--- config.mk ---
export PLATFORM = sky130hd
export DESIGN_NAME = regprog_sequencer
export DESIGN_NICKNAME = d
export VERILOG_FILES = /design/src/rtl/regprog_sequencer.sv
export SDC_FILE = /design/constraint.sdc
export NUM_CORES = 1
export LEC_CHECK = 0
export CORE_ASPECT_RATIO = 1.2
export CORE_MARGIN = 5
export CORE_UTILIZATION = 31
export CTS_BUF_LIST = sky130_fd_sc_hd__clkbuf_2 sky130_fd_sc_hd__clkbuf_4 sky130_fd_sc_hd__clkbuf_8
export DETAILED_ROUTE_END_ITERATION = 10
export MAX_ROUTING_LAYER = met4
export PLACE_DENSITY = 0.59
export REMOVE_ABC_BUFFERS = 1
export SYNTH_ARGS = -nofsm -noshare
export SYNTH_HDL_FRONTEND = slang
export SYNTH_SLANG_ARGS = --single-unit
--- constraint.sdc ---
create_clock -name clk -period 7.4 [get_ports clk]
set_input_delay 1.85 -clock clk [delete_from_list [all_inputs] [get_ports clk]]
set_output_delay 1.85 -clock clk [all_outputs]
set_load 0.05 [all_outputs]
--- src/rtl/regprog_sequencer.sv ---
// Loadable-program executor for the evolved 4-register bitwise datapath.
// Runs one AND/OR/XOR/logical-NOT instruction per clock and publishes r0..r3 on y0..y3.
module regprog_sequencer #(
    parameter int W     = 16,
    parameter int DEPTH = 64,
    parameter int AW    = $clog2(DEPTH),
    parameter int LW    = $clog2(DEPTH + 1)
) (
    input  logic          clk,
    input  logic          rst,
    input  logic          prog_we,
    input  logic [AW-1:0] prog_addr,
    input  logic [6:0]    prog_data,
    input  logic          prog_len_we,
    input  logic [LW-1:0] prog_len_in,
    input  logic          start,
    input  logic [W-1:0]  a1,
    input  logic [W-1:0]  a0,
    input  logic [W-1:0]  b1,
    input  logic [W-1:0]  b0,
    output logic          busy,
    output logic          y_valid,
    output logic [W-1:0]  y3,
    output logic [W-1:0]  y2,
    output logic [W-1:0]  y1,
    output logic [W-1:0]  y0,
    output logic          prog_wr_err
);

    typedef enum logic [1:0] {IDLE, RUN, DONE} state_t;

    state_t              state;
    logic [6:0]          mem [DEPTH];
    logic [AW-1:0]       pc;
    logic [LW-1:0]       prog_len;
    logic [3:0][W-1:0]   r;
    logic [3:0][W-1:0]   opnd;
    logic [3:0][W-1:0]   y;

    logic [6:0]          instr;
    logic [1:0]          op;
    logic [1:0]          dst;
    logic [2:0]          src;
    logic [W-1:0]        s;
    logic [W-1:0]        res;
    logic                last_instr;

    // NOTE: the program store has no reset so it maps onto plain RAM; programs survive rst.
    always_ff @(posedge clk) begin
        if (prog_we && !busy)
            mem[prog_addr] <= prog_data;
    end

    always_comb begin
        instr      = mem[pc];
        op         = instr[6:5];
        dst        = instr[4:3];
        src        = instr[2:0];
        s          = src[2] ? opnd[src[1:0]] : r[src[1:0]];
        last_instr = (LW'(pc) + LW'(1)) == prog_len;
        unique case (op)
            2'd0:    res = r[dst] & s;
            2'd1:    res = r[dst] | s;
            2'd2:    res = r[dst] ^ s;
            default: res = (s == '0) ? W'(1) : '0;   // logical, not bitwise, NOT
        endcase
    end

    always_ff @(posedge clk or posedge rst) begin
        if (rst) begin
            state       <= IDLE;
            pc          <= '0;
            prog_len    <= '0;
            r           <= '0;
            opnd        <= '0;
            y           <= '0;
            busy        <= 1'b0;
            y_valid     <= 1'b0;
            prog_wr_err <= 1'b0;
        end else begin
            y_valid     <= 1'b0;
            prog_wr_err <= busy && (prog_we || prog_len_we);

            if (prog_len_we && !busy)
                prog_len <= (prog_len_in > LW'(DEPTH)) ? LW'(DEPTH) : prog_len_in;

            unique case (state)
                IDLE: begin
                    if (start) begin
                        r     <= {b1, b0, a1, a0};
                        opnd  <= {b1, b0, a1, a0};
                        pc    <= '0;
                        busy  <= 1'b1;
                        state <= (prog_len == '0) ? DONE : RUN;
                    end
                end
                RUN: begin
                    r[dst] <= res;
                    // Hold pc on the last instruction so it never wraps past DEPTH-1.
                    if (last_instr)
                        state <= DONE;
                    else
                        pc <= pc + AW'(1);
                end
                DONE: begin
                    y       <= r;
                    y_valid <= 1'b1;
                    busy    <= 1'b0;
                    state   <= IDLE;
                end
                default: state <= IDLE;
            endcase
        end
    end

    assign y0 = y[0];
    assign y1 = y[1];
    assign y2 = y[2];
    assign y3 = y[3];

endmodule
Word-level counts from Yosys, hierarchy flattened
Memory sizes are Yosys's and may differ from the RTL's.
Cells that the tools add are included.
{ "word_totals": {"ff_bits": 210, "in_bits": 89, "ram_bits": 448, "output_inout_bits": 67, "memories": 1} }
{ "memory_table": {"columns": ["memory", "depth", "word_bits", "rd", "rd_clocked_by_memory_dff", "write_ports", "line", "text"], "rows": [
  ["mem", 64, 7, 1, 0, 1, "33", "logic [6:0] mem [DEPTH];"]
]} }
{ "op_classes": {"magnitude_cmp": 4, "muxes": 27, "n_reduce_logical": 17, "bitwise_logic": 3, "addsub": 2, "eq_ne": 8} }
{ "op_table": {"columns": ["operator", "count"], "rows": [
  ["one-hot mux 64 bit (2 select lines)", 1],
  ["binary-select mux 16 bit (select 2 bit)", 3],
  ["2-to-1 mux 16 bit", 5],
  ["bitwise mux 64 bit", 1],
  ["2-to-1 mux 64 bit", 1],
  ["one-hot mux 16 bit (3 select lines)", 1],
  ["demux 16 bit (select 2 bit)", 1],
  ["AND 16 bit", 1],
  ["zero test 16 bit", 1],
  ["bitwise OR 16 bit", 1],
  ["XOR 16 bit", 1],
  ["2-to-1 mux 6 bit", 2],
  ["one-hot mux 6 bit (2 select lines)", 1],
  ["AND reduction 2 bit", 4],
  ["adder 6 x 1 -> 7 bit (second input constant)", 1],
  ["equality test 7 bit", 1],
  ["greater-than comparator 7 bit (second input constant)", 1],
  ["zero test 7 bit", 1],
  ["2-to-1 mux 7 bit", 1],
  ["adder 6 x 1 -> 6 bit (second input constant)", 1],
  ["< comparator 2 x 3 -> 1 bit (second input constant)", 2],
  ["2-to-1 mux 2 bit", 3],
  ["!= test 2 bit (second input constant)", 3],
  ["2-to-1 mux 1 bit", 5],
  ["11 further kinds", 18]
]} }

Longest topological paths before layout
An unclocked memory read counts as a cell.
{ "depth": {"ltp_word": 9, "ltp_mapped": 19, "depth_no_buf": 13} }

Worst setup path before layout
OpenSTA, ideal clock, no wires.
{ "synth_path": {"kind": "flip-flop to flip-flop", "startpoint": "register pc[0]", "endpoint": "register r[0] in the netlist's numbering", "setup_ns": 0.132, "t_required_ns": 7.268, "synth_period_minus_slack_ns": 3.845, "setup_slack_ns": 3.555, "t_arrival_ns": 3.714, "path_stages_with_launch": 15, "path_cell_list": "dfrtp_1 -> buf_6 -> buf_2 -> mux4_2 -> a22oi_1 -> nand2_1 -> mux4_2 -> clkbuf_1 -> clkbuf_1 -> mux2i_1 -> ha_1 -> mux2i_1 -> o22ai_1 -> a221oi_1 -> o21ai_1"} }
{ "synth_via": {"elab_chain_cells": 9} }
{ "synth_lines": {"columns": ["element", "line", "text"], "rows": [
  ["start: declaration", "34", "logic [AW-1:0] pc;"],
  ["start signal: assignment", "103", "pc <= pc + AW'(1);"],
  ["memory read (64 x 7 bit) *", null, null],
  ["binary-select mux 16 bit (select 2 bit)", "59", "s = src[2] ? opnd[src[1:0]] : r[src[1:0]];"],
  ["2-to-1 mux 16 bit (not written as such)", "59", null],
  ["2-to-1 mux 16 bit", "59", null],
  ["zero test 16 bit", "65", "default: res = (s == '0) ? W'(1) : '0;"],
  ["2-to-1 mux 1 bit", "65", null],
  ["one-hot mux 16 bit (3 select lines)", "61", "unique case (op)"],
  ["bitwise mux 64 bit *", "98", "r[dst] <= res;"],
  ["one-hot mux 64 bit (2 select lines) *", "87", "unique case (state)"],
  ["end signal: assignment", "90", "r <= {b1, b0, a1, a0};"],
  ["end signal: indexed assignment", "98", null],
  ["end: declaration", "36", "logic [3:0][W-1:0] r;"]
]} }
Every way passes the cells marked *; elsewhere a longest branch is shown, timed or not. The select of a mux whose other input is x is not followed.
A chain may end at the register's enable or synchronous reset.

Final worst setup path
{ "layout_path": {"startpoint": "register pc[2]", "endpoint": "register r[43] in the netlist's numbering"} }
{ "layout_via": {"elab_chain_cells": 8} }
{ "layout_lines": {"columns": ["element", "line", "text"], "rows": [
  ["memory read (64 x 7 bit) *", null, null],
  ["binary-select mux 16 bit (select 2 bit)", "59", null],
  ["2-to-1 mux 16 bit (not written as such)", "59", null],
  ["2-to-1 mux 16 bit", "59", null],
  ["XOR 16 bit, or another cell as far along", "64", "2'd2: res = r[dst] ^ s;"],
  ["one-hot mux 16 bit (3 select lines)", "61", null],
  ["bitwise mux 64 bit *", "98", null],
  ["one-hot mux 64 bit (2 select lines) *", "87", null]
]} }
Marked as above.

==> results.yml <==
worst_setup_path:
  start_kind: "register"
  worst-path-max-fanout: 23
  r2r_cells: 11
  crit_required_ns: 8.00
  path_class: "register to register"
  crit_arrival_ns: 5.92
  cp-end-kind: "register"
final_layout:
  layout-drive-gt1-share: 0.140
  n_fill_cell: 8801
  multi_input_area_um2: 9400
  regArea_um2: 18700
  final_cells: 3704
  mostFrequentLayoutCells: "492 x nand2_1, 448 x edfxtp_1, 208 x dfrtp_1"
  nets: 2500
  area_growth_pct: 17.1
  final_util: 0.366
  final_common_cell: "nand2_1"
power:
  ir_drop_mv: 0.238
  total_power_w: 0.0152
  total_leakage_power_nw: 12.9
  power_density_nw_per_um2: 449
clock_network:
  insertion_delay_ns: 0.76
  cts_resized: 0
  clk_pin_slew_worst_paths_ns: 0.06
  clock_path_buffers: 3
  htree_num_levels: 3
  cts_tree: "yes"
  cts_setup_buffers: 0
  hold_buffers: 0
  cts_root_buffer: "clkbuf_8"
  numCtsBuffers: 102
  cts_sinks: 658
place:
  dp_cells: 3514
  io_buffers: 155
  routabilityCongestion: 0.859
  hpwl_um: 54800
min_path:
  hold_class: "register to register"
  whs_path_depth: 2
routing:
  drc_errors: 0
  vias: 19300
  ant_nets: 0
  first_pass_iters: 7
  drt-total-wl_um: 84400
  drt_first_iter_violations: 2080
  wire_per_inst_um: 22.8
  vias_per_cell: 5.22
floorplanning:
  io_pins: 156
  fp.dieH_um: 344
  start_util: 0.312
  core_area_um2: 92400
  die_area_um2: 99300
  die_x_um: 288
  rows: 122
sta:
  timing.final.crit_period_ns: 5.32
  setup_viol: 0
  hold_viol_final: 0
  whs_ns: 0.473
  slew_headroom: 0.148
  worst-slew-pin-transition_ns: 1.28
  drv_slew: 0
  rsz0062_at_grt: "no"
  fin_skew_ns: 0.0504
  min_period_over_period: 0.719
  timing.fmax_mhz: 188
flow_run:
  drv_cap: 0
synthesis:
  syn_area_per_cell_um2: 13.0
  ys_async_sr_fraction: 0.319
  synth_flop_cell: "edfxtp_1"
  synthTopCellsByArea: "edfxtp_1 47%, dfrtp_1 18%, mux4_2 6.6%"
  synth-seq-cells: 658
  synth_edf_count: 448
  synthCells: 2213
  synth_top_area_cell: "edfxtp_1"
  ys_warn_count: 0
  synth_cell_types: 63
  synth_area_um2: 28900
  seq_area_frac_synth: 0.648
  yosysTopAreaCellShare: 0.466
status:
  status: "complete, no violations"
global_routing:
  antenna_found_initial: 1
  grt_usage: 0.171
  first_global_vias: 19900
  grt_overflow: 0
  grt_pass1_wl_um: 126000
  grt_max_degree: 117
## metal layers
layer	part of all wire	global-route usage	vias to the layer above
met5	0	-	-
met4	0.039	0.0687	0
met3	0.075	0.0391	211
met2	0.49	0.281	836
met1	0.40	0.206	9758
li1	-	-	8513
## sequential cells by signal (all words and copies together), names as in the netlist
name / cells
y1: 16
y0: 16
r: 64
y3: 16
pc: 6
state: 2
prog_len: 7
mem: 448
y_valid: 1
busy: 1
prog_wr_err: 1
opnd: 64
y2: 16
## synth_stat cells (all sizes together), types with 5 or more instances
master   instances
nand2          493
edfxtp         448
dfrtp          210
nand3          146
mux2i          138
o21ai          110
clkbuf         104
nor2            87
mux4            84
inv             43
a2bb2oi         35
buf             34
ha              33
a21o            32
a22oi           31
o221ai          29
o22ai           18
nand4           17
a21oi           16
nand2b          12
a221oi          11
nor3             8
o22a             8
nor2b            7
xnor2            6
and2             5
and3             5
## final timing paths
check	start	to	slack [ns]
max in group asynchronous	rst	r[33]$_DFFE_PP0P_	4.22
max reg2reg	pc[2]$_DFFE_PP0P_	r[43]$_DFFE_PP0P_	2.08
min	opnd[42]$_DFFE_PP0P_	opnd[42]$_DFFE_PP0P_	0.47
min in group asynchronous	rst	y2[9]$_DFFE_PP0P_	1.66
min reg2reg	opnd[42]$_DFFE_PP0P_	opnd[42]$_DFFE_PP0P_	0.47
max	pc[2]$_DFFE_PP0P_	r[43]$_DFFE_PP0P_	2.08
## cells by family (layout without fill, tap and decap cells)
| logic type | Yosys count | count (layout) | synth area share |
|---|---|---|---|
| flops | 658 | 658 | 0.648 |
| compound gates | 309 | 309 | 0.0740 |
| buf+inv | 181 | 431 | 0.0275 |
| other cells | 0 | 1 | 0 |
| simple gates | 798 | 798 | 0.118 |
| fa+ha+maj | 33 | 33 | 0.0143 |
| xor+xnor | 8 | 8 | 0.00243 |
| mux | 226 | 226 | 0.115 |
## cell type report
class | instances | share of cell area
antenna | 1 | 0.0000741
clock buffer | 127 | 0.0478
clock inverter | 62 | 0.0133
inverter | 43 | 0.00500
multi-input combinational | 1374 | 0.278
sequential | 658 | 0.554
tap | 1240 | 0.0459
timing repair buffer | 199 | 0.0556
## power breakdown
part | internal (W) | total, W | switching (W) | leakage (nW)
Clock | 0.00157 | 0.00310 | 0.00153 | 1.10
Combinational | 0.00263 | 0.00702 | 0.00439 | 5.14
Sequential | 0.00450 | 0.00503 | 0.000533 | 6.63
Total | 0.00870 | 0.0152 | 0.00645 | 12.9
## worst max-delay path: stages (launching register included)
cell and delay, ns:
dfrtp_1 0.43, buf_4 0.32, nand2b_1 0.73, o221ai_1 0.59, o22ai_1 0.15, nor2_1 0.28
mux4_2 0.69, buf_4 0.42, nor2_1 0.09, nand2_1 0.36, nand2_1 0.73, a2bb2oi_1 0.34
## per-stage QoR
stage	instance area [um^2]	setup TNS, ns	worst slack [ns]
after floorplan	28200	-184.95	-2.40
after global placement	31700	0	1.97
after detailed placement	31700	0	2.08
after CTS	33800	0	2.05
after global routing	33800	0	1.83
final	33800	0	2.08
Note: power is estimated with default switching activity, not from simulation.
